--- src/rtl/spi_cmd_arbiter.sv ---
// Round-robin arbiter that shares one SPI_driver among NUM_REQ command sources.
// It sequences each transfer through load, launch, fixed-length shift, capture and an idle gap.
module spi_cmd_arbiter #(
    parameter int NUM_REQ    = 2,
    parameter int REG_WIDTH  = 8,
    parameter int MSG_LEN    = 2,
    parameter int GAP_CYCLES = 2,
    localparam int DATA_W    = REG_WIDTH * (MSG_LEN - 1)
) (
    input  logic                          clk,
    input  logic                          rstn,
    input  logic [NUM_REQ-1:0]            req,
    input  logic [NUM_REQ*REG_WIDTH-1:0]  req_addr,
    input  logic [NUM_REQ*DATA_W-1:0]     req_wdata,
    output logic [NUM_REQ-1:0]            gnt,
    output logic [NUM_REQ-1:0]            done,
    output logic [DATA_W-1:0]             rdata,
    output logic                          busy,
    output logic                          drv_new_command,
    output logic [REG_WIDTH-1:0]          drv_register_addr,
    output logic [DATA_W-1:0]             drv_write_data,
    input  logic [DATA_W-1:0]             drv_data_read_from_reg,
    output logic [2:0]                    state_dbg
);

    localparam int XFER_CYCLES = REG_WIDTH * MSG_LEN + 2;
    localparam int IDX_W       = (NUM_REQ > 1) ? $clog2(NUM_REQ) : 1;
    localparam int CNT_MAX     = (XFER_CYCLES > GAP_CYCLES) ? XFER_CYCLES : GAP_CYCLES;
    localparam int CNT_W       = $clog2(CNT_MAX + 1);

    typedef enum logic [2:0] {
        S_IDLE    = 3'd0,
        S_LOAD    = 3'd1,
        S_LAUNCH  = 3'd2,
        S_XFER    = 3'd3,
        S_CAPTURE = 3'd4,
        S_GAP     = 3'd5
    } state_t;

    state_t                 state, state_d;
    logic [CNT_W-1:0]       cnt, cnt_d;
    logic [IDX_W-1:0]       ptr, ptr_d;
    logic [NUM_REQ-1:0]     gnt_q, gnt_d;
    logic [NUM_REQ-1:0]     done_q, done_d;
    logic [DATA_W-1:0]      rdata_q, rdata_d;
    logic                   busy_q, busy_d;
    logic                   newcmd_q, newcmd_d;
    logic [REG_WIDTH-1:0]   addr_q, addr_d;
    logic [DATA_W-1:0]      wdata_q, wdata_d;

    logic                   arb_found;
    logic [NUM_REQ-1:0]     arb_onehot;
    logic [REG_WIDTH-1:0]   arb_addr;
    logic [DATA_W-1:0]      arb_wdata;
    logic [IDX_W-1:0]       ptr_after_owner;

    // First pass covers requesters at or above the pointer, second pass wraps to the bottom.
    always_comb begin
        arb_found  = 1'b0;
        arb_onehot = '0;
        arb_addr   = '0;
        arb_wdata  = '0;
        for (int i = 0; i < NUM_REQ; i++) begin
            if (!arb_found && req[i] && (i >= int'(ptr))) begin
                arb_found     = 1'b1;
                arb_onehot    = '0;
                arb_onehot[i] = 1'b1;
                arb_addr      = req_addr[i*REG_WIDTH +: REG_WIDTH];
                arb_wdata     = req_wdata[i*DATA_W +: DATA_W];
            end
        end
        for (int i = 0; i < NUM_REQ; i++) begin
            if (!arb_found && req[i]) begin
                arb_found     = 1'b1;
                arb_onehot    = '0;
                arb_onehot[i] = 1'b1;
                arb_addr      = req_addr[i*REG_WIDTH +: REG_WIDTH];
                arb_wdata     = req_wdata[i*DATA_W +: DATA_W];
            end
        end
    end

    // Pointer moves to the requester just above the current owner.
    always_comb begin
        ptr_after_owner = '0;
        for (int i = 0; i < NUM_REQ; i++) begin
            if (gnt_q[i]) begin
                ptr_after_owner = (i == NUM_REQ - 1) ? '0 : IDX_W'(i + 1);
            end
        end
    end

    always_comb begin
        state_d  = state;
        cnt_d    = cnt;
        ptr_d    = ptr;
        gnt_d    = gnt_q;
        done_d   = '0;
        rdata_d  = rdata_q;
        busy_d   = busy_q;
        newcmd_d = 1'b0;
        addr_d   = addr_q;
        wdata_d  = wdata_q;
        case (state)
            S_IDLE: begin
                if (arb_found) begin
                    state_d = S_LOAD;
                    gnt_d   = arb_onehot;
                    addr_d  = arb_addr;
                    wdata_d = arb_wdata;
                    busy_d  = 1'b1;
                end
            end
            S_LOAD: begin
                state_d  = S_LAUNCH;
                newcmd_d = 1'b1;
            end
            S_LAUNCH: begin
                state_d = S_XFER;
                cnt_d   = '0;
            end
            S_XFER: begin
                if (cnt == CNT_W'(XFER_CYCLES - 1)) begin
                    state_d = S_CAPTURE;
                    done_d  = gnt_q;
                end else begin
                    cnt_d = cnt + 1'b1;
                end
            end
            S_CAPTURE: begin
                state_d = S_GAP;
                rdata_d = drv_data_read_from_reg;
                ptr_d   = ptr_after_owner;
                gnt_d   = '0;
                cnt_d   = '0;
            end
            S_GAP: begin
                if (cnt == CNT_W'(GAP_CYCLES - 1)) begin
                    state_d = S_IDLE;
                    busy_d  = 1'b0;
                end else begin
                    cnt_d = cnt + 1'b1;
                end
            end
            default: begin
                state_d = S_IDLE;
                gnt_d   = '0;
                busy_d  = 1'b0;
            end
        endcase
    end

    always_ff @(posedge clk or negedge rstn) begin
        if (!rstn) begin
            state    <= S_IDLE;
            cnt      <= '0;
            ptr      <= '0;
            gnt_q    <= '0;
            done_q   <= '0;
            rdata_q  <= '0;
            busy_q   <= 1'b0;
            newcmd_q <= 1'b0;
            addr_q   <= '0;
            wdata_q  <= '0;
        end else begin
            state    <= state_d;
            cnt      <= cnt_d;
            ptr      <= ptr_d;
            gnt_q    <= gnt_d;
            done_q   <= done_d;
            rdata_q  <= rdata_d;
            busy_q   <= busy_d;
            newcmd_q <= newcmd_d;
            addr_q   <= addr_d;
            wdata_q  <= wdata_d;
        end
    end

    assign gnt               = gnt_q;
    assign done              = done_q;
    assign rdata             = rdata_q;
    assign busy              = busy_q;
    assign drv_new_command   = newcmd_q;
    assign drv_register_addr = addr_q;
    assign drv_write_data    = wdata_q;
    assign state_dbg         = state;

endmodule

--- config.mk ---
export PLATFORM = sky130hd
export DESIGN_NAME = spi_cmd_arbiter
export DESIGN_NICKNAME = d
export VERILOG_FILES = /design/src/rtl/spi_cmd_arbiter.sv
export SDC_FILE = /design/constraint.sdc
export NUM_CORES = 1
export LEC_CHECK = 0
export ABC_AREA = 1
export BUFFER_PORTS_ARGS = -buffer_cell sky130_fd_sc_hd__buf_2
export CELL_PAD_IN_SITES_DETAIL_PLACEMENT = 2
export CELL_PAD_IN_SITES_GLOBAL_PLACEMENT = 2
export CORE_MARGIN = 3
export CORE_UTILIZATION = 26
export DETAILED_ROUTE_END_ITERATION = 10
export GPL_TIMING_DRIVEN = 0
export PLACE_DENSITY = 0.76
export SETUP_SLACK_MARGIN = 0.4
export SKIP_LAST_GASP = 1
export SLEW_MARGIN = 10
export SYNTH_ARGS = -nofsm -noshare
export SYNTH_HDL_FRONTEND = slang
export SYNTH_SLANG_ARGS = --single-unit
--- constraint.sdc ---
create_clock -name clk -period 1.65 [get_ports clk]
set_clock_uncertainty 0.1 [all_clocks]
set_input_delay 0 -clock clk [delete_from_list [all_inputs] [get_ports clk]]
set_output_delay 0 -clock clk [all_outputs]
set_load 0.005 [all_outputs]
* Word-level counts from Yosys, hierarchy flattened
Index checks and enable logic that the tools add are counted.
** Word-level totals
- Flip-flop bits (word level) :: 39
- Input bits :: 44
- Output and inout bits :: 33
- Word-level logic and storage cells :: 76
** Operators by class
- Add/sub/neg operators :: 1
- Magnitude comparators :: 1
- Equality and inequality tests :: 12
- Multiplexer cells :: 33
- Bitwise logic cells :: 2
- Reductions and logical operators :: 17
** Operator list (number)
- 8-bit two-way mux :: 8
- 3-bit case mux with 6 select lines :: 1
- 5-bit case mux with 3 select lines :: 1
- 2-bit two-way mux :: 6
- 1-bit two-way mux :: 10
- 5-bit two-way mux :: 2
- 2-bit != test (second input constant) :: 5
- 3-bit two-way mux :: 3
- 3-bit AND reduction :: 3
- 4-bit OR reduction :: 2
- 3-bit by 2-bit == test with 1-bit output (second input constant) :: 2
- 3-bit == test (second input constant) :: 2
- 5-bit by 1-bit adder with 5-bit output (second input constant) :: 1
- 5-bit by 1-bit == test with 1-bit output (second input constant) :: 1
- 5-bit == test (second input constant) :: 1
- 1-bit logical AND :: 4
- 2-bit case mux with 2 select lines :: 1
- 2-bit AND reduction :: 2
- 3-bit by 1-bit == test with 1-bit output (second input constant) :: 1
- 1-bit logical NOT :: 3
- 3-bit logical NOT :: 1
- 1-bit case mux with 3 select lines :: 1
- 3-bit nonzero test :: 1
- 1-bit inverter :: 2
- other kinds (2) :: 2

* Logic depth before layout (Yosys ltp)
- Word-level depth :: 14
- Depth in mapped cells :: 8
- Mapped depth without buffers :: 8

* Worst setup path after synthesis
Ideal clock, no wire load.
- Path type :: register -> register
- Start :: register state[1], in the netlist state_dbg[1]
- End :: register addr_q[0], in the netlist drv_register_addr[0]
- Setup time :: 0.116 ns
- Arrival time :: 1.171 ns
- Data required time :: 1.434 ns
- Slack :: 0.263 ns
- Stages on the path, launching flop included :: 8
- Buffers on the path :: 1
- Period minus slack after synthesis :: 1.387 ns
- Cells stage by stage :: dfrtp_1 -> nor2_4 -> nand2_2 -> a21oi_4 -> inv_4 -> buf_6 -> nand2_1 -> nand2_1
** Between the ends
- Word-level cells in the longest chain between the ends :: 2
** Ends and longest elaborated chain
- start: declaration :: line 40 : state_t state, state_d;
- start signal: assignment :: line 166 : state <= state_d;
- 3-bit logical NOT :: line 104 : case (state)
- 2-bit AND reduction (no line)
- end signal: assignment :: line 174 : addr_q <= addr_d;
- end: declaration :: line 48 : logic [REG_WIDTH-1:0] addr_q, addr_d;
No other way between the ends.
A chain may end at the register's enable or synchronous reset.

* Worst setup path after layout
- Start :: register state[1], in the netlist state_dbg[1]
- End :: register wdata_q[4], in the netlist drv_write_data[4]
** Between the ends
- Word-level cells in the longest chain between the ends :: 2
** Ends and longest elaborated chain
- 3-bit logical NOT :: line 104
- 2-bit AND reduction (no line)
- end signal: assignment :: line 175 : wdata_q <= wdata_d;
- end: declaration :: line 49 : logic [DATA_W-1:0] wdata_q, wdata_d;
No other way between the ends.

==> out/qor.csv <==
stage,metric,value,unit
clock_network,deepest clock path buffer count,2,
clock_network,CTS tree,built,
finish,most frequent cells in the layout,"nand2_1 (118), buf_2 (76), dlygate4sd3_1 (41)",
power,power share of the combinational group,57.2,%
clock_network,CTS buffer count,5,
min_path,Hold Path Depth,5,
logic_synthesis,largest family of logic cells by synthesized area,simple AND/OR/NAND/NOR gates,
logic_synthesis,syn nets,329,
logic_synthesis,"Seq/Total Area, Yosys",46.8,%
logic_synthesis,synth warn,0,
setup_path,Setup crit start,state_dbg[1]$_DFFE_PN0P_,
timing,setup_tns,0,ns
grt,initial antenna violation count,0,
outcome,outcome,"complete, no violations",
power,Net Sw Frac,45.2,%
timing,fin. max-slew vios,0,
clock_network,clock transition at the registers of the reported paths,0.09,ns
finish,number of fill cells,846,
placed_design,Port Buf Inserts,76,
grt,number of global-route vias before repair,2837,
power,standby leakage power,1.92,nW
setup_path,flop-to-flop setup slack,0.10,ns
setup_path,Worst Setup Start Kind,register,
timing,RSZ-0062 raised after global routing,true,
die,Initial Utilization,26.8,%
setup_path,worst-path maximum fanout,4,
drt,post-DR vias/cell,4.82,
flow_run,Max Cap Viol,0,
finish,Register Area,981,um^2
power,Net Sw Power,2.78,mW
logic_synthesis,Synth Area in Compound Gates,2.88,%
finish,nets,484,
die,core area,7770,um^2
clock_network,H-tree levels,2,
drt,drt total wl,12.0,mm
logic_synthesis,"Avg Cell Area, Syn",7.39,um^2
drt,# DRC,0,
timing,highest clock rate,646,MHz
finish,Antenna diodes,0,
logic_synthesis,Yosys reg bits,39,
placed_design,DP Wirelength,5.11,mm
logic_synthesis,XOR/XNOR Fraction of Synth Area,0.420,%
logic_synthesis,Gate Count Post-Synth,282,
timing,Final Cycle Share,93.8,%
logic_synthesis,mux cell area share after synthesis,0,%
clock_network,clock sinks,39,
drt,average wire per standard cell,22.2,um
setup_path,arrival time worst endpoint,1.69,ns
die,Die W,95.5,um
finish,layout cell share with drive strength beyond 1,44.1,%
setup_path,Worst R2R End,drv_write_data[4]$_DFFE_PN0P_,
grt,gr usage total,22.1,%
grt,Congestion Overflow GR,0,
power,clock power share,14.5,%
setup_path,RR Startpoint,state_dbg[1]$_DFFE_PN0P_,
timing,Least-Margin Pin Slew,0.589,ns
timing,final setup violation count,0,
clock_network,Clk Tree Root Cell,clkbuf_8,
setup_path,critical path class,register to register,
drt,DRT Pass-1 Iters,4,
finish,Post-Route Utilization,47.8,%
power,Int Power,3.37,mW
die,IO Pins,77,
placed_design,Placer Congestion,0.780,
logic_synthesis,library cells used by synthesis,25,
power,PwrDens,1660,nW/um^2
die,Die Span Y,95.5,um
grt,maximum number of pins on one net before global-route repair,40,
grt,first-pass GRT wire length,15.2,mm
power,Sequential Power Share,28.3,%
setup_path,Reg2Reg Depth,7,
min_path,Min-Delay Endpoint,gnt[0]$_DFFE_PN0P_,
finish,"commonest non-fill, non-tap cell in the layout",nand2_1,
timing,Slew Limit Headroom,60.7,%
power,peak supply drop,519,uV
die,DIE AREA,9130,um^2
finish,multi-input combinational cell area,1230,um^2
logic_synthesis,Post-Synth Adder-Cell Area,1.80,%
min_path,Hold Path Origin,req[1],
setup_path,Worst Path Required,1.79,ns
setup_path,crit end category,register,
timing,Final Hold Fails,0,
logic_synthesis,post-synthesis simple-gate area fraction,41.8,%
drt,Post-DRT Antenna Nets,0,
finish,Area Growth Syn to Fin,78.0,%
timing,Tmin final,1.55,ns
power,Final Power,6.15,mW
logic_synthesis,mapped cell area,2080,um^2
die,Rows,32,
drt,Vias,2605,
drt,initial DRC count,76,
clock_network,worst-skew pair later-pin latency,0.31,ns
min_path,Hold Path Class,input pin to register,
repair_timing:
item | CTS | global route
buffers inserted | 19 | 10
hold buffers | 41 | 0
hold endpoints to repair | 63 | 0
cloned | 2 | 0
pin swaps | 13 | 18
endpoints found under the setup margin | 38 | 77
resized for setup | 40 | 55
sequential cells by signal (all words and copies together), names as in the netlist, 2 cells and up:
signal / count
drv_register_addr: 8
drv_write_data: 8
rdata: 8
cnt: 5
state_dbg: 3
done: 2
gnt: 2
worst max-delay path by stage:
| stage | to |
|---|---|
| after CTS | drv_write_data[7]$_DFFE_PN0P_ |
| after floorplan | drv_register_addr[0]$_DFFE_PN0P_ |
| after global routing | drv_write_data[4]$_DFFE_PN0P_ |
| after global placement | drv_register_addr[3]$_DFFE_PN0P_ |
| after detailed placement | drv_register_addr[7]$_DFFE_PN0P_ |
| final | drv_write_data[4]$_DFFE_PN0P_ |
cell families (layout without fill, tap and decap cells):
family	after synthesis	after routing
xor gates and xnor gates	1	1
buffers and inverters	26	182
DFF	39	39
adders and majority gates	3	3
and+or+nand+nor	204	204
AOI/OAI and AO/OA	9	9
per-layer routing:
metal	global-route usage (%)	up-vias	part of all wire, %
li1	-	1186	-
met1	25.4	1323	39
met2	40.4	76	55
met3	3.79	20	3.2
met4	8.29	0	2.4
met5	0	-	0
final cells by class:
class,instances,share of cell area (%)
Buffer,8,2.26
Clock buffer,6,2.23
Clock inverter,2,0.944
Inverter,18,2.16
Multi-Input combinational cell,217,33.2
Sequential cell,39,26.4
Tap cell,102,3.44
Timing Repair Buffer,148,29.3
critical path: stages, from the launching register on:
cell and delay (ns):
dfrtp_2 0.46, nor2_4 0.18, nand2_2 0.10, a21oi_4 0.18
buf_6 0.14, buf_4 0.13, nand2_1 0.08, nand2_1 0.09
power by group through the flow:
stage / combinational, mW / clock, mW / sequential, mW
2_1_floorplan: 1.20 / 0 / 1.65
3_3_place_gp: 1.95 / 0 / 1.65
3_5_place_dp: 2.06 / 0 / 1.67
4_1_cts: 2.77 / 0.870 / 1.67
5_1_grt: 3.80 / 0.938 / 1.79
6_report: 3.52 / 0.891 / 1.74
Yosys cell counts:
| master | n | area (um^2) |
|---|---|---|
| nand2_1 | 147 | 552 |
| dfrtp_1 | 39 | 976 |
| nand3_1 | 31 | 155 |
| inv_1 | 13 | 48.8 |
| nor2_1 | 13 | 48.8 |
| buf_2 | 4 | 20.0 |
| inv_2 | 4 | 15.0 |
| buf_6 | 3 | 33.8 |
| ha_1 | 3 | 37.5 |
| nand4_1 | 3 | 18.8 |
| nor2_4 | 3 | 33.8 |
| o21ai_1 | 3 | 15.0 |
| nand2_2 | 2 | 12.5 |
| nand3_2 | 2 | 20.0 |
| o21ai_0 | 2 | 10.0 |
| a21oi_1 | 1 | 5.00 |
| a21oi_4 | 1 | 16.3 |
| a31oi_1 | 1 | 6.26 |
| buf_4 | 1 | 7.51 |
| inv_4 | 1 | 6.26 |
| nand3b_1 | 1 | 7.51 |
| nor2_2 | 1 | 6.26 |
| nor3_4 | 1 | 16.3 |
| o211ai_1 | 1 | 7.51 |
| xnor2_1 | 1 | 8.76 |
metrics by stage:
stage	area (um^2)	hold WS [ns]	std cells	worst slack [ns]
after floorplan	2100	-0.396	282	0.287
after global placement	2610	0.0925	460	0.113
after detailed placement	2610	0.0891	460	0.0702
after CTS	3460	0.128	530	0.229
after global routing	3710	0.181	540	0.0463
final	3710	0.161	540	0.102
Power figures use the tool's default switching activity.
